==> src/rtl/decoder_3to8_sync.sv <==
// Registered 3-to-8 decoder with enable and polarity select; 1-cycle latency.
// No backpressure: a new code is accepted every cycle that in_valid is high.
module decoder_3to8_sync #(
  parameter bit ACTIVE_LOW = 1'b0
) (
  input  logic       clk,
  input  logic       rst_n,
  input  logic [2:0] A,
  input  logic       en,
  input  logic       in_valid,
  output logic [7:0] D,
  output logic       out_valid
);

  localparam logic [7:0] IDLE_LINES = ACTIVE_LOW ? 8'hFF : 8'h00;

  logic [7:0] onehot;
  logic [7:0] d_d, d_q;
  logic       vld_d, vld_q;

  always_comb begin
    onehot = 8'h00;
    if (en) onehot[A] = 1'b1;
  end

  // Polarity inversion happens before the flop so D comes straight from a register.
  always_comb begin
    d_d   = d_q;
    vld_d = in_valid;
    if (in_valid) d_d = ACTIVE_LOW ? ~onehot : onehot;
  end

  always_ff @(posedge clk or negedge rst_n) begin
    if (!rst_n) begin
      d_q   <= IDLE_LINES;
      vld_q <= 1'b0;
    end else begin
      d_q   <= d_d;
      vld_q <= vld_d;
    end
  end

  assign D         = d_q;
  assign out_valid = vld_q;

endmodule

==> config.mk <==
export PLATFORM = sky130hd
export DESIGN_NAME = decoder_3to8_sync
export DESIGN_NICKNAME = d
export VERILOG_FILES = /design/src/rtl/decoder_3to8_sync.sv
export SDC_FILE = /design/constraint.sdc
export NUM_CORES = 1
export LEC_CHECK = 0
export CAP_MARGIN = 10
export CORE_AREA = 4 4 41 43
export CTS_CLUSTER_SIZE = 14
export DETAILED_ROUTE_END_ITERATION = 12
export DIE_AREA = 0 0 45 47
export PLACE_DENSITY = 0.6
export SYNTH_ARGS = -nofsm -noshare
export SYNTH_HDL_FRONTEND = slang
export SYNTH_SLANG_ARGS = --single-unit
export TNS_END_PERCENT = 20
==> constraint.sdc <==
create_clock -name clk -period 0.8 [get_ports clk]
set_input_delay 0.12 -clock clk [delete_from_list [all_inputs] [get_ports clk]]
set_output_delay 0.12 -clock clk [all_outputs]
set_load 0.02 [all_outputs]
==> results_dict.tcl, run 1 <==
set metrics [dict create \
    yosys_warnings 0 \
    drv_slew 0 \
    design_area_um2 623.1 \
    start_kind "register" \
    crit_path_end_kind "register" \
    ant_nets 0 \
    core-area_um2 1301 \
    post-cts-setup-buffer-count 0 \
    worst_slew_pin_slew_ps 279.0 \
    drive_above_1_share 0.4138 \
    syn_avg_cell_area_um2 13.04 \
    setup_viol 15 \
    ys_seq_elements 9 \
    p_sw_w 0.0002530 \
    placedCellCount 69 \
    dieArea_um2 2115 \
    clkLatencyLatePin_ps 250 \
    yosysSeqAreaShare 0.5573 \
    grt_antenna_before_repair 0 \
    hp-class "input pin to async pin" \
    drv_cap 0 \
    drtIter0Drc 12 \
    relSlewSlack 0.8140 \
    grt_pass1_wl_um 1711 \
    power.density_nw_per_um2 1611 \
    yosysUniqueCellTypes 13 \
    mostFrequentLayoutCells "9 x dfrtp_1, 9 x buf_4, 6 x buf_2" \
    drt_wl_total_um 986 \
    finalClockSkew_ps 0 \
    layout.nets 66 \
    synth_nets 38 \
    rsz0062_at_grt "yes" \
    syn-cell-area_um2 404.1 \
    netlist.area_leader.share 0.5573 \
    placed_area_um2 629.4 \
    drc_errors 0 \
    htreeDepth 1 \
    clkTransAtPathRegs_ps 70 \
    final_hold_viol_count 0 \
    worstPathRequired_ps 940 \
    synthToLayoutAreaGrowth_pct 54.18 \
    vias_per_cell 5.000 \
    p_int_w 0.0007506 \
    cts_sinks 9 \
    switching_share 0.2521 \
    wl_per_cell_um 13.51 \
    leakagePower_nw 0.3642 \
    io_buffers 15 \
    cts-root-buf "clkbuf_4" \
    clock_power_share 0.352 \
    power_frac_seq 0.479 \
    regToRegSetupSlack_ps -130 \
    ios 16 \
    grt_max_degree 10 \
    dp_hpwl_um 807.6 \
    final_util 0.4788 \
    ir_worst_vdd_mv 0.6235 \
    start_util 0.3106 \
    die_w_um 45 \
    r2r_start "D[2]$_DFFE_PN0P_" \
    startpoint "D[2]$_DFFE_PN0P_" \
    gp_congestion 0.8586 \
    yosys.area.top_type "dfrtp_1" \
    crit_type "register to register" \
    diodes 0 \
    setup_ws_ps -125.2 \
    crit_fanout 2 \
    cts_tree "built" \
    firstDrtPassIters 4 \
    finalCriticalPeriod_ps 925.2 \
    stdcell_count 73 \
    violations "negative setup slack" \
    clock.fmax_mhz 1081 \
    timing.hold.ws_ps 140.6 \
    reg2regPathDepth 3 \
    overflow 0 \
    numCtsBuffers 3 \
    reg2reg_to "D[2]$_DFFE_PN0P_" \
    status "finished with violations" \
    grt_usage 0.1156 \
    num_rows 13 \
    grt_pass1_vias 375 \
    die_h_um 47 \
    combPwrFrac 0.169 \
    arrival_ps 1070 \
    finalCritPeriodShare 1.157 \
    syn-instance-count 31 \
    vias 365 \
    netlist_top_cells_area "dfrtp_1 56%, and2b_1 9.3%, a41o_1 7.4%" \
    ctsLongestPathBuffers 2 \
]
[how the worst max path moves through the flow]
stage | end | slack (ps)
finish | D[2]$_DFFE_PN0P_ | -130
floorplan | D[3]$_DFFE_PN0P_ | -110
CTS | D[2]$_DFFE_PN0P_ | -130
detailed placement | D[1]$_DFFE_PN0P_ | -520
global placement | D[1]$_DFFE_PN0P_ | -470
global route | D[5] | -160
[sequential cells by signal, indices dropped and copies added, names as in the netlist]
| register | cells |
|---|---|
| D | 8 |
| out_valid | 1 |
[synth_stat cells]
cell	number
a31o_1	2
a41o_1	3
a31o_2	1
nor2b_1	4
nor2b_4	1
nand4_1	1
inv_1	1
mux2i_1	1
buf_6	1
nor2_1	1
dfrtp_1	9
a41o_2	1
and2b_1	5
[worst max-delay path, stage by stage (launching register included)]
cell and delay [ps]:
dfrtp_1 370, buf_4 120, nor2b_1 110, a31o_2 210
[power groups by stage]
stage	Sequential (W)	Combinational, W	Clock (W)
after floorplan	0.000509	0.0000460	0
after global placement	0.000487	0.000188	0
after detailed placement	0.000489	0.000191	0
after CTS	0.000480	0.000170	0.000362
after global routing	0.000483	0.000185	0.000396
final	0.000481	0.000170	0.000353
[layout make-up]
cell class	count	area, um2
clock buffer	4	26.28
fill	125	678.2
inverter	1	3.754
multi-input combinational	20	163.9
sequential	9	225.2
tap	15	18.77
timing repair buffer	24	185.2
[kinds of logic (layout without fill, tap and decap cells)]
logic type             Yosys count  after routing  synth area share
flip-flops                       9              9            0.5573
AND/OR/NAND/NOR                 12             12            0.2136
buffers and inverters            2             29           0.03714
multiplexers                     1              1           0.02477
AO/OA/AOI/OAI                    7              7            0.1672
[metrics by stage]
step	worst slack, ps	TNS (ps)	power, W
floorplan	-110.1	-662.3	0.0005555
global placement	-467.3	-5656	0.0006758
detailed placement	-518.8	-6047	0.0006799
CTS	-128.5	-1378	0.001013
global route	-158.6	-1800	0.001064
finish	-125.2	-1285	0.001004
[what timing repair did]
| item | in CTS | in global routing |
|---|---|---|
| gates resized for setup | 45 | 2 |
| endpoints found under the setup margin | 17 | 16 |
| hold buffers | 0 | 0 |
[per-layer routing]
layer | vias to the layer above | global-route usage | wire (um)
met5 | - | 0 | 0
met4 | 0 | 0.07018 | 27
met3 | 6 | 0.04215 | 70
met2 | 13 | 0.1780 | 501
met1 | 177 | 0.1379 | 387
li1 | 169 | - | -
No activity file was read; power rests on OpenSTA's default activity.
==> run 2: changes to the inputs <==
--- a/config.mk
+++ b/config.mk
@@ -7,10 +7,10 @@
 export LEC_CHECK = 0
 export CAP_MARGIN = 10
 export CORE_AREA = 4 4 41 43
-export CTS_CLUSTER_SIZE = 14
+export CTS_CLUSTER_SIZE = 40
 export DETAILED_ROUTE_END_ITERATION = 12
 export DIE_AREA = 0 0 45 47
-export PLACE_DENSITY = 0.6
+export PLACE_DENSITY = 0.57
 export SYNTH_ARGS = -nofsm -noshare
 export SYNTH_HDL_FRONTEND = slang
 export SYNTH_SLANG_ARGS = --single-unit
==> constraint.sdc (replaced) <==
create_clock -name clk -period 1 [get_ports clk]
set_input_delay 0.15 -clock clk [delete_from_list [all_inputs] [get_ports clk]]
set_output_delay 0.15 -clock clk [all_outputs]
set_load 0.02 [all_outputs]
==> results_dict.tcl, run 2 (synthesized netlist as in run 1, its figures left out) <==
set metrics [dict create \
    overflow 0 \
    wl_per_cell_um 13.43 \
    clkTransAtPathRegs_ps 60 \
    layout_commonest_cell "buf_4" \
    io_buffers 15 \
    drive_above_1_share 0.4237 \
    drc_errors 0 \
    worst_slew_pin_slew_ps 228.8 \
    ir_worst_vdd_mv 0.6079 \
    crit_path_end_kind "output pin" \
    leakagePower_nw 0.3614 \
    relSlewSlack 0.8470 \
    cts_tree "built" \
    synthToLayoutAreaGrowth_pct 52.63 \
    arrival_ps 810 \
    critPathBufInv 1 \
    power.density_nw_per_um2 1302 \
    p_total_w 0.0008029 \
    setup_ws_ps 41.49 \
    slowest_stage "dfrtp_1" \
    final_hold_viol_count 0 \
    setup_viol 0 \
    grt_usage 0.1128 \
    finalCritPeriodShare 0.9585 \
    cpPeakStageDelay_ps 390 \
    crit_fanout 2 \
    htreeDepth 1 \
    num_rows 13 \
    ctsLongestPathBuffers 2 \
    ant_nets 0 \
    grt_antenna_before_repair 0 \
    drv_slew 0 \
    largest_reg_flops 8 \
    cts_resized 37 \
    critPathTopFamily "flip-flops" \
    finalClockSkew_ps 0 \
    dp_hpwl_um 795.3 \
    vias 358 \
    clock.fmax_mhz 1043 \
    drt_wl_total_um 994 \
    placedCellCount 70 \
    gp_congestion 0.7787 \
    core-area_um2 1301 \
    numCtsBuffers 3 \
    final_util 0.4740 \
    status "complete, no violations" \
    dp_slack_ps -335.6 \
    vias_per_cell 4.838 \
    drtIter0Drc 4 \
    cts-root-buf "clkbuf_4" \
    rsz0062_at_grt "no" \
    grt_max_degree 10 \
    firstDrtPassIters 4 \
    ios 16 \
    grt_pass1_vias 385 \
    mostFrequentLayoutCells "10 x buf_4, 9 x dfrtp_1, 9 x buf_2" \
    crit_type "register to output pin" \
    post-cts-setup-buffer-count 0 \
    dieArea_um2 2115 \
    start_util 0.3106 \
    final.fill_count 128 \
    timing.hold.ws_ps 179.4 \
    drv_cap 0 \
    hp-class "input pin to async pin" \
    cts_sinks 9 \
    die_w_um 45 \
    worstPathRequired_ps 850 \
    diodes 0 \
    layout.nets 67 \
    start_kind "register" \
    grt_pass1_wl_um 1642 \
    die_h_um 47 \
    clkLatencyLatePin_ps 260 \
    finalCriticalPeriod_ps 958.5 \
    postCtsHoldBufs 0 \
    crit_chain "buf_2" \
    stdcell_count 74 \
]
run 2: cell types whose count changed in the layout (fill, tap and decap cells not counted), sizes merged:
cell,change
clkdlybuf4s50,+4
dlygate4sd2,-4
buf,+1
run 2: report_power, final:
group | leakage, nW | internal [W] | switching [W]
registers | 0.121 | 0.000378 | 0.00000538
clock network | 0.0150 | 0.000154 | 0.000126
logic | 0.225 | 0.0000727 | 0.0000678
total | 0.361 | 0.000604 | 0.000199
run 2: metal layers:
metal  vias to the layer above  GRT usage  routed length, um
met5                         -          0                  0
li1                        171          -                  -
met1                       171     0.1226                411
met2                        12     0.1808                474
met4                         0    0.05848                 14
met3                         4    0.05747                 94
run 2: path summary, 6_finish.rpt:
kind | from | to | slack [ps] | cells after the start
max | D[6]$_DFFE_PN0P_ | D[6] | 40 | 1
min | rst_n | D[6]$_DFFE_PN0P_ | 180 | 2
max reg2reg | D[5]$_DFFE_PN0P_ | D[5]$_DFFE_PN0P_ | 60 | 3
min reg2reg | D[7]$_DFFE_PN0P_ | D[7]$_DFFE_PN0P_ | 530 | 2
max in group asynchronous | rst_n | D[7]$_DFFE_PN0P_ | 690 | 2
min in group clk | in_valid | D[4]$_DFFE_PN0P_ | 410 | 2
run 2: area by class of cell:
type | instances | area [um2] | area share
multi-input combinational | 20 | 163.9 | 0.2657
tap | 15 | 18.77 | 0.03043
clock buffer | 4 | 26.28 | 0.04260
timing repair buffer | 25 | 178.9 | 0.2901
inverter | 1 | 3.754 | 0.006085
sequential | 9 | 225.2 | 0.3651
run 2: through the flow:
stage | setup TNS [ps] | cell area [um2]
finish | 0 | 616.8
global route | 0 | 616.8
CTS | 0 | 616.8
floorplan | 0 | 404.1
detailed placement | -2818 | 636.9
global placement | -2392 | 636.9
==> run 3: changes to the inputs <==
--- a/config.mk
+++ b/config.mk
@@ -5,12 +5,14 @@
 export SDC_FILE = /design/constraint.sdc
 export NUM_CORES = 1
 export LEC_CHECK = 0
+export ABC_AREA = 1
 export CAP_MARGIN = 10
 export CORE_AREA = 4 4 41 43
 export CTS_CLUSTER_SIZE = 40
 export DETAILED_ROUTE_END_ITERATION = 12
 export DIE_AREA = 0 0 45 47
-export PLACE_DENSITY = 0.57
+export PLACE_DENSITY = 0.54
+export SLEW_MARGIN = 20
 export SYNTH_ARGS = -nofsm -noshare
 export SYNTH_HDL_FRONTEND = slang
 export SYNTH_SLANG_ARGS = --single-unit
==> results_dict.tcl, run 3 <==
set metrics [dict create \
    synth.most_common_cell "nand2_1" \
    cpPeakStageDelay_ps 380 \
    cts_sinks 9 \
    layout.nets 76 \
    synth_nets 52 \
    final_util 0.4260 \
    final.fill_count 142 \
    power.density_nw_per_um2 1389 \
    status "complete, no violations" \
    htreeDepth 1 \
    drt_wl_total_um 789 \
    overflow 0 \
    postCtsHoldBufs 0 \
    synth_commonest_cells "25 x nand2_1, 9 x dfrtp_1, 5 x inv_1" \
    yosys_warnings 0 \
    hp-class "input pin to async pin" \
    synth_top_flop_cell "dfrtp_1" \
    synth_edf_count 0 \
    ant_nets 0 \
    final_hold_viol_count 0 \
    yosys.area.top_type "dfrtp_1" \
    start_util 0.2827 \
    drtIter0Drc 5 \
    firstDrtPassIters 2 \
    worst_slew_pin_slew_ps 235.7 \
    crit_type "register to output pin" \
    largest_reg_flops 8 \
    core-area_um2 1301 \
    crit_chain "buf_2" \
    placed_area_um2 566.8 \
    syn-instance-count 45 \
    wl_per_cell_um 9.506 \
    drv_slew 0 \
    grt_usage 0.09490 \
    crit_path_end_kind "output pin" \
    grt_pass1_wl_um 1338 \
    ys_seq_elements 9 \
    dr_wl_met2_um 330 \
    wl_met1_um 388 \
    grt_max_degree 10 \
    syn_avg_cell_area_um2 8.175 \
    cts-root-buf "clkbuf_4" \
    top_layer "met3" \
    crit_fanout 2 \
    die_w_um 45 \
    dieArea_um2 2115 \
    netlist_top_cells_area "dfrtp_1 61%, nand2_1 26%, inv_1 5.1%" \
    leakagePower_nw 0.3379 \
    ctsLongestPathBuffers 2 \
    vias_per_cell 4.036 \
    netlist.area_leader.share 0.6122 \
    design_area_um2 554.3 \
    syn-cell-area_um2 367.9 \
    drc_errors 0 \
    yosysSeqAreaShare 0.6122 \
    io_buffers 15 \
    slowest_stage "dfrtp_1" \
    critPathTopFamily "flip-flops" \
    yosysUniqueCellTypes 6 \
    clkLatencyLatePin_ps 250 \
    wl_met3_um 70 \
    ios 16 \
    critPathBufInv 1 \
    drive_above_1_share 0.2794 \
    gp_congestion 0.7590 \
    diodes 0 \
    drv_cap 0 \
    ir_worst_vdd_mv 0.7128 \
    grt_pass1_vias 320 \
    num_rows 13 \
    finalClockSkew_ps 0 \
    layout_commonest_cell "nand2_1" \
    timing.hold.ws_ps 174.1 \
    die_h_um 47 \
    vias 335 \
    rsz0062_at_grt "no" \
    numCtsBuffers 3 \
    clock.fmax_mhz 1054 \
    finalCriticalPeriod_ps 948.6 \
    arrival_ps 800 \
    start_kind "register" \
    grt_antenna_before_repair 0 \
    relSlewSlack 0.8427 \
    cts_tree "built" \
    finalCritPeriodShare 0.9486 \
    mostFrequentLayoutCells "25 x nand2_1, 9 x dfrtp_1, 8 x buf_2" \
    worstPathRequired_ps 850 \
    clkTransAtPathRegs_ps 60 \
    setup_viol 0 \
    ys_async_sr_fraction 1.000 \
    dp_hpwl_um 603.1 \
    synthToLayoutAreaGrowth_pct 50.68 \
]
==> run 3: changes by cell type in the layout (fill, tap and decap cells not counted), sizes merged <==
cell and delta:
a31o -3, a41o -4, and2b -5, buf -6
clkdlybuf4s50 +1, dlygate4sd2 -1, inv +4, mux2i -1
nand2 +26, nand4 -1, nor2 +4, nor2b -5
==> run 3: cells by family after synthesis <==
| family | share of synthesized area |
|---|---|
| and+or+nand+nor | 0.3367 |
| DFF | 0.6123 |
| buffers and inverters | 0.05103 |
==> run 3: layer usage <==
| layer | GRT usage | vias up |
|---|---|---|
| met3 | 0.05747 | 0 |
| met5 | 0 | - |
| met2 | 0.1356 | 11 |
| met4 | 0.05263 | 0 |
| met1 | 0.1098 | 146 |
| li1 | - | 178 |
==> run 3: cell type report <==
class                           instances  area, um2  area share
Clock buffer                            4      26.28     0.04740
Inverter                                5      18.77     0.03386
Timing Repair Buffer                   19      141.4      0.2551
Sequential cell                         9      225.2      0.4063
Multi-Input combinational cell         31      123.9      0.2235
Tap cell                               15      18.77     0.03386
==> run 3: timing repair <==
| action | 4_1_cts | 5_1_grt |
|---|---|---|
| hold endpoints to repair | 0 | 0 |
| buffers inserted | 0 | 0 |
| gates resized for setup | 35 | 3 |
| setup endpoints to repair | 9 | 2 |
==> run 3: final timing paths <==
check / from / end / slack [ps] / cells past startpoint
max: D[3]$_DFFE_PN0P_ / D[3] / 50 / 1
min: rst_n / out_valid$_DFF_PN0_ / 170 / 2
max reg2reg: D[7]$_DFFE_PN0P_ / D[7]$_DFFE_PN0P_ / 290 / 3
min reg2reg: D[1]$_DFFE_PN0P_ / D[1]$_DFFE_PN0P_ / 470 / 2
max in group asynchronous: rst_n / D[2]$_DFFE_PN0P_ / 690 / 2
min in group clk: in_valid / out_valid$_DFF_PN0_ / 400 / 1
==> run 3: through the flow <==
stage / setup WS [ps] / TNS, ps / cells / power (W)
detailed placement: -97.58 / -1372 / 79 / 0.0005125
global placement: -104.4 / -1373 / 79 / 0.0005133
global route: 1.945 / 0 / 83 / 0.0008243
CTS: -22.53 / -22.53 / 83 / 0.0007836
floorplan: 320.4 / 0 / 45 / 0.0004348
finish: 51.41 / 0 / 83 / 0.0007698
==> run 3: power breakdown <==
group | internal [W] | switching, W
sequential | 0.000378 | 0.00000636
combinational | 0.0000491 | 0.0000597
clock | 0.000154 | 0.000124
total | 0.000580 | 0.000190
